File: src/rtl/tone_pkg.sv
// Shared constants for the tone generator: note/octave codes, middle-octave
// half periods and the half-period lookup used by the divider.
package tone_pkg;

  localparam int DIV_W = 19;

  localparam logic [3:0] NOTE_REST = 4'd0;
  localparam logic [3:0] NOTE_DO   = 4'd1;
  localparam logic [3:0] NOTE_RE   = 4'd2;
  localparam logic [3:0] NOTE_MI   = 4'd3;
  localparam logic [3:0] NOTE_FA   = 4'd4;
  localparam logic [3:0] NOTE_SOL  = 4'd5;
  localparam logic [3:0] NOTE_LA   = 4'd6;
  localparam logic [3:0] NOTE_SI   = 4'd7;

  localparam logic [1:0] OCT_LOW     = 2'b00;
  localparam logic [1:0] OCT_MID     = 2'b01;
  localparam logic [1:0] OCT_HIGH    = 2'b10;
  localparam logic [1:0] OCT_MID_ALT = 2'b11;

  localparam logic [DIV_W-1:0] HALF_DO  = 19'd191113;
  localparam logic [DIV_W-1:0] HALF_RE  = 19'd170262;
  localparam logic [DIV_W-1:0] HALF_MI  = 19'd151686;
  localparam logic [DIV_W-1:0] HALF_FA  = 19'd143173;
  localparam logic [DIV_W-1:0] HALF_SOL = 19'd127551;
  localparam logic [DIV_W-1:0] HALF_LA  = 19'd113636;
  localparam logic [DIV_W-1:0] HALF_SI  = 19'd101239;

  typedef enum logic {
    ST_IDLE = 1'b0,
    ST_TONE = 1'b1
  } tone_state_e;

  function automatic logic note_valid(input logic [3:0] note);
    return (note >= NOTE_DO) && (note <= NOTE_SI);
  endfunction

  // Low octave doubles the middle count (max 382226, still fits 19 bits).
  function automatic logic [DIV_W-1:0] half_period(input logic [3:0] note,
                                                   input logic [1:0] octave);
    logic [DIV_W-1:0] mid;
    logic [DIV_W-1:0] res;
    case (note)
      NOTE_DO:  mid = HALF_DO;
      NOTE_RE:  mid = HALF_RE;
      NOTE_MI:  mid = HALF_MI;
      NOTE_FA:  mid = HALF_FA;
      NOTE_SOL: mid = HALF_SOL;
      NOTE_LA:  mid = HALF_LA;
      NOTE_SI:  mid = HALF_SI;
      default:  mid = '0;
    endcase
    case (octave)
      OCT_LOW:  res = mid << 1;
      OCT_HIGH: res = mid >> 1;
      default:  res = mid;
    endcase
    return res;
  endfunction

endpackage

File: src/rtl/tone_input_filter.sv
// Debounces the {octave, note} request: a value is accepted on the
// STABLE_CYCLES-th consecutive edge it is sampled, with invalid notes mapped to rest.
module tone_input_filter
  import tone_pkg::*;
#(
  parameter int STABLE_CYCLES = 16
) (
  input  logic       clk,
  input  logic       reset,
  input  logic [3:0] note_in,
  input  logic [1:0] octave_in,
  output logic       accept,
  output logic [3:0] acc_note,
  output logic [1:0] acc_octave
);

  localparam logic [7:0] CNT_FULL = 8'(STABLE_CYCLES);
  localparam logic [7:0] CNT_LAST = 8'(STABLE_CYCLES - 1);

  logic [5:0] samp;
  logic [7:0] stab_cnt;
  logic [5:0] din;
  logic       same;

  assign din  = {octave_in, note_in};
  assign same = (din == samp);

  // stab_cnt holds how many consecutive edges samp has been seen; saturates
  // so a held value is accepted once only.
  always_ff @(posedge clk) begin
    if (reset) begin
      samp     <= '0;
      stab_cnt <= '0;
    end else if (!same) begin
      samp     <= din;
      stab_cnt <= 8'd1;
    end else if (stab_cnt != CNT_FULL) begin
      stab_cnt <= stab_cnt + 8'd1;
    end
  end

  assign accept     = same && (stab_cnt == CNT_LAST);
  assign acc_note   = note_in[3] ? NOTE_REST : note_in;
  assign acc_octave = octave_in;

endmodule

File: src/rtl/tone_gen.sv
// Square-wave buzzer driver: debounced note/octave select, IDLE/TONE control
// and a half-period divider toggling the speaker.
//
//   state   | meaning
//   --------+--------------------------------------------------------------
//   ST_IDLE | muted or resting; speaker low, divider held at 0
//   ST_TONE | valid note enabled; divider runs and toggles speaker
module tone_gen
  import tone_pkg::*;
#(
  parameter int STABLE_CYCLES = 16
) (
  input  logic       clk,
  input  logic       reset,
  input  logic [3:0] note_in,
  input  logic [1:0] octave_in,
  input  logic       enable,
  output logic       speaker,
  output logic       playing,
  output logic [3:0] cur_note,
  output logic [1:0] cur_octave
);

  tone_state_e      state;
  tone_state_e      state_next;
  logic [DIV_W-1:0] div_cnt;
  logic [DIV_W-1:0] half_cyc;
  logic             accept;
  logic [3:0]       acc_note;
  logic [1:0]       acc_octave;
  logic             new_value;
  logic             tone_run;
  logic             at_half;

  tone_input_filter #(
    .STABLE_CYCLES(STABLE_CYCLES)
  ) u_filter (
    .clk       (clk),
    .reset     (reset),
    .note_in   (note_in),
    .octave_in (octave_in),
    .accept    (accept),
    .acc_note  (acc_note),
    .acc_octave(acc_octave)
  );

  always_comb begin
    state_next = state;
    case (state)
      ST_IDLE: if (enable && note_valid(cur_note)) state_next = ST_TONE;
      ST_TONE: if (!enable || !note_valid(cur_note)) state_next = ST_IDLE;
      default: state_next = ST_IDLE;
    endcase
  end

  assign half_cyc  = half_period(cur_note, cur_octave);
  assign new_value = accept && ({acc_octave, acc_note} != {cur_octave, cur_note});
  // Only count while staying in TONE, so muting silences on the same edge.
  assign tone_run  = (state == ST_TONE) && (state_next == ST_TONE);
  assign at_half   = (div_cnt == half_cyc - DIV_W'(1));

  always_ff @(posedge clk) begin
    if (reset) begin
      state      <= ST_IDLE;
      playing    <= 1'b0;
      cur_note   <= NOTE_REST;
      cur_octave <= OCT_MID;
      div_cnt    <= '0;
      speaker    <= 1'b0;
    end else begin
      state   <= state_next;
      playing <= (state_next == ST_TONE);
      if (new_value) begin
        cur_note   <= acc_note;
        cur_octave <= acc_octave;
        div_cnt    <= '0;
        speaker    <= 1'b0;
      end else if (!tone_run) begin
        div_cnt <= '0;
        speaker <= 1'b0;
      end else if (at_half) begin
        div_cnt <= '0;
        speaker <= ~speaker;
      end else begin
        div_cnt <= div_cnt + DIV_W'(1);
      end
    end
  end

endmodule
File: config.mk
export PLATFORM = sky130hd
export DESIGN_NAME = tone_gen
export DESIGN_NICKNAME = d
export VERILOG_FILES = /design/src/rtl/tone_pkg.sv /design/src/rtl/tone_input_filter.sv /design/src/rtl/tone_gen.sv
export SDC_FILE = /design/constraint.sdc
export NUM_CORES = 1
export LEC_CHECK = 0
export ABC_AREA = 1
export ABC_CLOCK_PERIOD_IN_PS = 3450
export BUFFER_PORTS_ARGS = -buffer_cell sky130_fd_sc_hd__buf_2
export CAP_MARGIN = 20
export CORE_UTILIZATION = 30
export CTS_BUF_LIST = sky130_fd_sc_hd__clkbuf_2 sky130_fd_sc_hd__clkbuf_4 sky130_fd_sc_hd__clkbuf_8
export CTS_CLUSTER_DIAMETER = 40
export CTS_CLUSTER_SIZE = 30
export DETAILED_ROUTE_END_ITERATION = 12
export HOLD_SLACK_MARGIN = 0.03
export PLACE_DENSITY_LB_ADDON = 0.15
export SYNTH_ARGS = -nofsm -noshare
export SYNTH_HDL_FRONTEND = slang
export SYNTH_SLANG_ARGS = --single-unit
File: constraint.sdc
create_clock -name clk -period 3.45 [get_ports clk]
set_clock_uncertainty 0.1 [all_clocks]
set_input_delay 0.5175 -clock clk [delete_from_list [all_inputs] [get_ports clk]]
set_output_delay 0.5175 -clock clk [all_outputs]
set_load 0.005 [all_outputs]
Yosys cells after proc, flatten, opt, wreduce, memory -nomap -nowiden
Index checks and enable logic that the tools add are counted.
{ "word_totals": {"ff_bits": 41, "inputBits": 9, "output_inout_bits": 8, "elab_cells": 51} }
{ "op_classes": {"n_addsub": 3, "magnitude_cmp": 2, "eq_ne": 14, "muxes": 8, "bitwise": 4, "reduce_logical": 12} }
{ "op_table": {"columns": ["op", "n"], "rows": [
  ["$pmux 18 s7", 1],
  ["$pmux 19 s2", 1],
  ["$add 19x1->19 const B", 1],
  ["$eq 19x19->1", 1],
  ["$sub 19x1->19 const B", 1],
  ["$eq 4x3->1 const B", 4],
  ["$add 8x1->8 const B", 1],
  ["$eq 4x2->1 const B", 2],
  ["$eq 8x4->1 const B", 1],
  ["$ne 8x5->1 const B", 1],
  ["$eq 6x6->1", 1],
  ["$ne 6x6->1", 1],
  ["$logic_and 1x1->1", 5],
  ["$eq 4x1->1 const B", 1],
  ["$ge 4x1->1 const B", 1],
  ["$le 4x3->1 const B", 1],
  ["$mux 1", 4],
  ["$not 1->1", 4],
  ["$reduce_or 4->1", 1],
  ["$mux 3", 1],
  ["$reduce_or 3->1", 1],
  ["$eq 2x2->1 const B", 1],
  ["$logic_not 1->1", 2],
  ["$logic_not 2->1", 1],
  ["4 further kinds", 4]
]} }

Depth between registers and ports, before layout
{ "logic_depth": {"depth_word": 9, "ltp_mapped": 21, "mapped_depth_nobuf": 19} }

Hierarchy
A second synthesis with hierarchy kept.
{ "unflattened": {"cells_unflattened": 491, "hier_area_um2": 3093.0} }
{ "modules_own_cells": {"columns": ["mod", "instances", "cells_each", "area_per_inst_um2", "seq_area_each_um2"], "rows": [
  ["tone_gen", 1, 374, 2327.2, 540.5],
  ["tone_input_filter", 1, 117, 765.7, 280.3]
]} }

Worst setup path after synthesis
OpenSTA, ideal clock, no wires.
{ "synth_path": {"path_kind": "reg2reg", "from": "register cur_octave[0]", "to": "register div_cnt[17]", "setup_time_ps": 114, "arrival_ps": 2352, "required_ps": 3236, "setup_slack_ps": 884, "stages_incl_launch_ff": 16, "n_path_buf": 2, "synth_period_minus_slack_ps": 2566, "path_cell_list": "dfxtp_1 buf_6 nor2_2 nand2_1 nor2_1 nor2_2 ha_1 nand3_1 inv_1 a211oi_1 xor2_1 nor2_1 nand3_2 nand2_4 buf_8 nor2_1"} }
{ "synth_between": {"elab_chain_len": 5, "elab_cells_between_ends": 8, "classes_between": "add/sub: 1; eq/ne: 3; mux: 1; reduce/logical: 3"} }
{ "synth_lines": {"columns": ["element", "line", "text"], "rows": [
  ["start, declared", "tone_gen.sv:21", "output logic [1:0] cur_octave"],
  ["start signal, assigned", "tone_gen.sv:75", "cur_octave <= acc_octave;"],
  ["$eq 2x2->1 / $logic_not 2->1 (equally long branches)", "tone_pkg.sv:53", "case (octave)"],
  ["$pmux 19 s2", "tone_pkg.sv:53", null],
  ["$sub 19x1->19", "tone_gen.sv:60", "assign at_half = (div_cnt == half_cyc - DIV_W'(1));"],
  ["$eq 19x19->1", "tone_gen.sv:60", null],
  ["$reduce_or 4->1 (no source line) (*)", null, null],
  ["end signal, assigned", "tone_gen.sv:85", "div_cnt <= div_cnt + DIV_W'(1);"],
  ["end, declared", "tone_gen.sv:26", "logic [DIV_W-1:0] div_cnt;"]
]} }
Mark *: on every way between the ends. The rest lies on a longest branch, timed or not.
A chain may end at the register's enable or synchronous reset.

Worst setup path after layout
{ "layout_path": {"from": "register cur_note[1]", "to": "register div_cnt[6]"} }
{ "layout_between": {"elab_chain_len": 9, "elab_cells_between_ends": 25, "classes_between": "add/sub: 1; order compare: 2; eq/ne: 9; mux: 5; bitwise: 1; reduce/logical: 7"} }
{ "layout_lines": {"columns": ["element", "line", "text"], "rows": [
  ["start, declared", "tone_gen.sv:20", "output logic [3:0] cur_note,"],
  ["start signal, assigned", "tone_gen.sv:74", "cur_note <= acc_note;"],
  ["branches (longest 8 deep; another with $sub 19x1->19)", null, null],
  ["$reduce_or 4->1 (no source line) (*)", null, null]
]} }
Mark *: on every way between the ends.

==> run metrics <==
outcome=complete, no violations; setup TNS=0 ns; H-tree depth=2; WHS=0.3593 ns; final hold violation count=0; Crit path max-delay family=simple AND/OR/NAND/NOR gates; Post-synth EDFFs=0; cts bufs inserted=5; Unique masters post-synth=35; fin crit period=3.044 ns; post-synthesis cell count=455; max incr delay on CP=0.55 ns; Critical Path End Type=register; post-synth top area share=28.55%; ys async rst share=0%; Critical path buffers and inverters=2; Setup crit start kind=register; vias in the first global route=2686; io pins=17; synthesized net count=468; Max Fclk=328.6 MHz; 1st-pass router iterations=4; Die H=98.70 um; layout cells sized above 1=10.19%; ANT nets after route=0; final core utilization=34.77%; clk_lat worst skew=0.30 ns; Core Area=8891 um^2; top-count cell post-synth=nand2_1; hold path depth=3; # setup viols final=0; Worst Path Class, Setup=reg2reg; synthesized area=2805 um^2; fin crit share=88.22%; final instance area=3092 um^2; Ant. Diodes=0; crit-path cells=nor2_2 -> nor2_1 -> inv_1 -> nand2_1 -> nor2_2 -> ha_1 -> nand3_1 -> inv_1 -> a21oi_1 -> or2_0 -> nand4_1 -> nor2_1 -> nand3_2 -> nand2_4 -> a21oi_1; total track usage=15.18%; DIE WIDTH=98.70 um; Synth Area per Inst=6.165 um^2; die area=9742 um^2; clk root buf=clkbuf_8; clk sinks=40; WP data arrival=3.12 ns; global placement routability congestion=0.8559; dpl ws=0.3458 ns; clk slew on worst S/H paths=0.09 ns; worst setup margin=0.4064 ns; routed len/inst=11.98 um; global-route wire length before repair=12.03 mm; commonest register cell after synthesis=dfxtp_1; CP max FO=19; largest net degree at the start of global routing=20; Critical Path RT=3.53 ns; maximum root-to-sink buffer count=2; slowest cell on the critical path=dfxtp_1; placed cell area=2964 um^2; Starting DRT DRC Count=149; Final nets=483; worst r2r path cells=15; Routed WL=6.936 mm; worst vdd ir=0.1560 mV; Synth top cells by count=nand2_1 (121), nor2_1 (64), inv_1 (60), dfxtp_1 (40), nand3_1 (38); port buffer count=15; pwr dens=301.3 nW/um^2; Slew Limit Fails=0; Ys Warns=0; Row Count=34; leakage=1.233 nW; Crit path depth=15; cell taking the most area after synthesis=dfxtp_1; Initial Util=31.55%; Max Cap Violations=0; top cells by area, synth=dfxtp_1 (29%), nand2_1 (16%), nor2_1 (8.6%); worst hold path type=in2reg; via count=2770; CTS tree=yes; HPWL Detailed=5.456 mm; register area share after synthesis=28.55%; GRT Residual Overflow=0; drt drc=0; synth-to-layout area growth=10.21%; unrepaired setup endpoints after global routing=no; initial antenna violation count=0; fillcell total=961; post-DR vias/cell=4.784; Synth Register Bits=40
[power by group]
part	internal, mW	switching, mW
Clock	0.256	0.178
Sequential	0.466	0.00218
Combinational	0.0117	0.0180
Total	0.733	0.198
[metal layers]
| metal | global-route usage (%) | vias to the layer above | share of wire (%) |
|---|---|---|---|
| met5 | 0 | - | 0 |
| met3 | 2.482 | 8 | 3.8 |
| li1 | - | 1484 | - |
| met2 | 26.33 | 44 | 47 |
| met1 | 19.27 | 1234 | 48 |
| met4 | 4.707 | 0 | 1.3 |
[final cells by class]
type / count / area, um^2 / area share, %
well taps: 108 / 135.1 / 4.371
clock inverters: 1 / 30.03 / 0.9713
inverters: 65 / 246.5 / 7.972
repair buffers: 18 / 97.59 / 3.157
flip-flops and latches: 40 / 802.0 / 25.94
multi-input cells: 340 / 1684 / 54.47
clock buffers: 7 / 96.34 / 3.116
[worst paths after layout]
kind | startpoint | to | slack, ns
hold reg to reg | div_cnt[3]$_SDFF_PP0_ | div_cnt[3]$_SDFF_PP0_ | 0.36
setup / recovery | cur_note[1]$_SDFFE_PP0P_ | div_cnt[6]$_SDFF_PP0_ | 0.41
hold / removal | enable | state$_SDFF_PP0_ | 0.36
setup reg to reg | cur_note[1]$_SDFFE_PP0P_ | div_cnt[6]$_SDFF_PP0_ | 0.41
[logic make-up (layout without fill, tap and decap cells)]
family | after synthesis | in the layout | share of synthesized area [%]
and+or+nand+nor | 274 | 274 | 43.84
buffers and inverters | 75 | 91 | 11.42
AOI/OAI and AO/OA | 40 | 40 | 7.716
other | 1 | 1 | 0.1337
DFF | 40 | 40 | 28.55
adders and majority gates | 4 | 4 | 1.784
xor gates and xnor gates | 21 | 21 | 6.557
[registers in the layout, summed over array words and instances (netlist names)]
| name | cells |
|---|---|
| div_cnt | 19 |
| u_filter.stab_cnt | 8 |
| u_filter.samp | 6 |
| cur_note | 3 |
| cur_octave | 2 |
| speaker | 1 |
| state | 1 |
[worst min-delay path: stages]
cell	delay, ns
buf_2	0.09
nand2_1	0.05
nor2_1	0.05
[metrics by stage]
step	std cells	total power [mW]
after floorplan	455	0.4980
after global placement	571	0.5084
after detailed placement	571	0.5090
after CTS	579	0.9473
after global routing	579	0.9696
final	579	0.9314
[placed cells by master (no fill, tap or decap), types with 2 or more instances in the layout]
cell type and count:
nand2_1 121, dfxtp_1 39, nand3_1 38, nand4_1 22, xnor2_1 3, buf_4 3, o211ai_1 2, inv_1 60
nor2_2 6, xor2_1 18, nor3b_1 2, buf_2 15, nor2_1 64, inv_2 4, a211oi_1 3, clkbuf_8 7
nand2_4 2, o21ai_0 11, nor4_1 4, or2_0 2, nor3_1 5, nand3_2 3, ha_1 4, a21oi_1 22
[what timing repair did]
action                                  CTS  global route
gates resized for setup                   0             1
setup buffers                             0             0
hold buffers                              0             0
endpoints found under the setup margin    0            17
(Power assumes the default switching activity.)
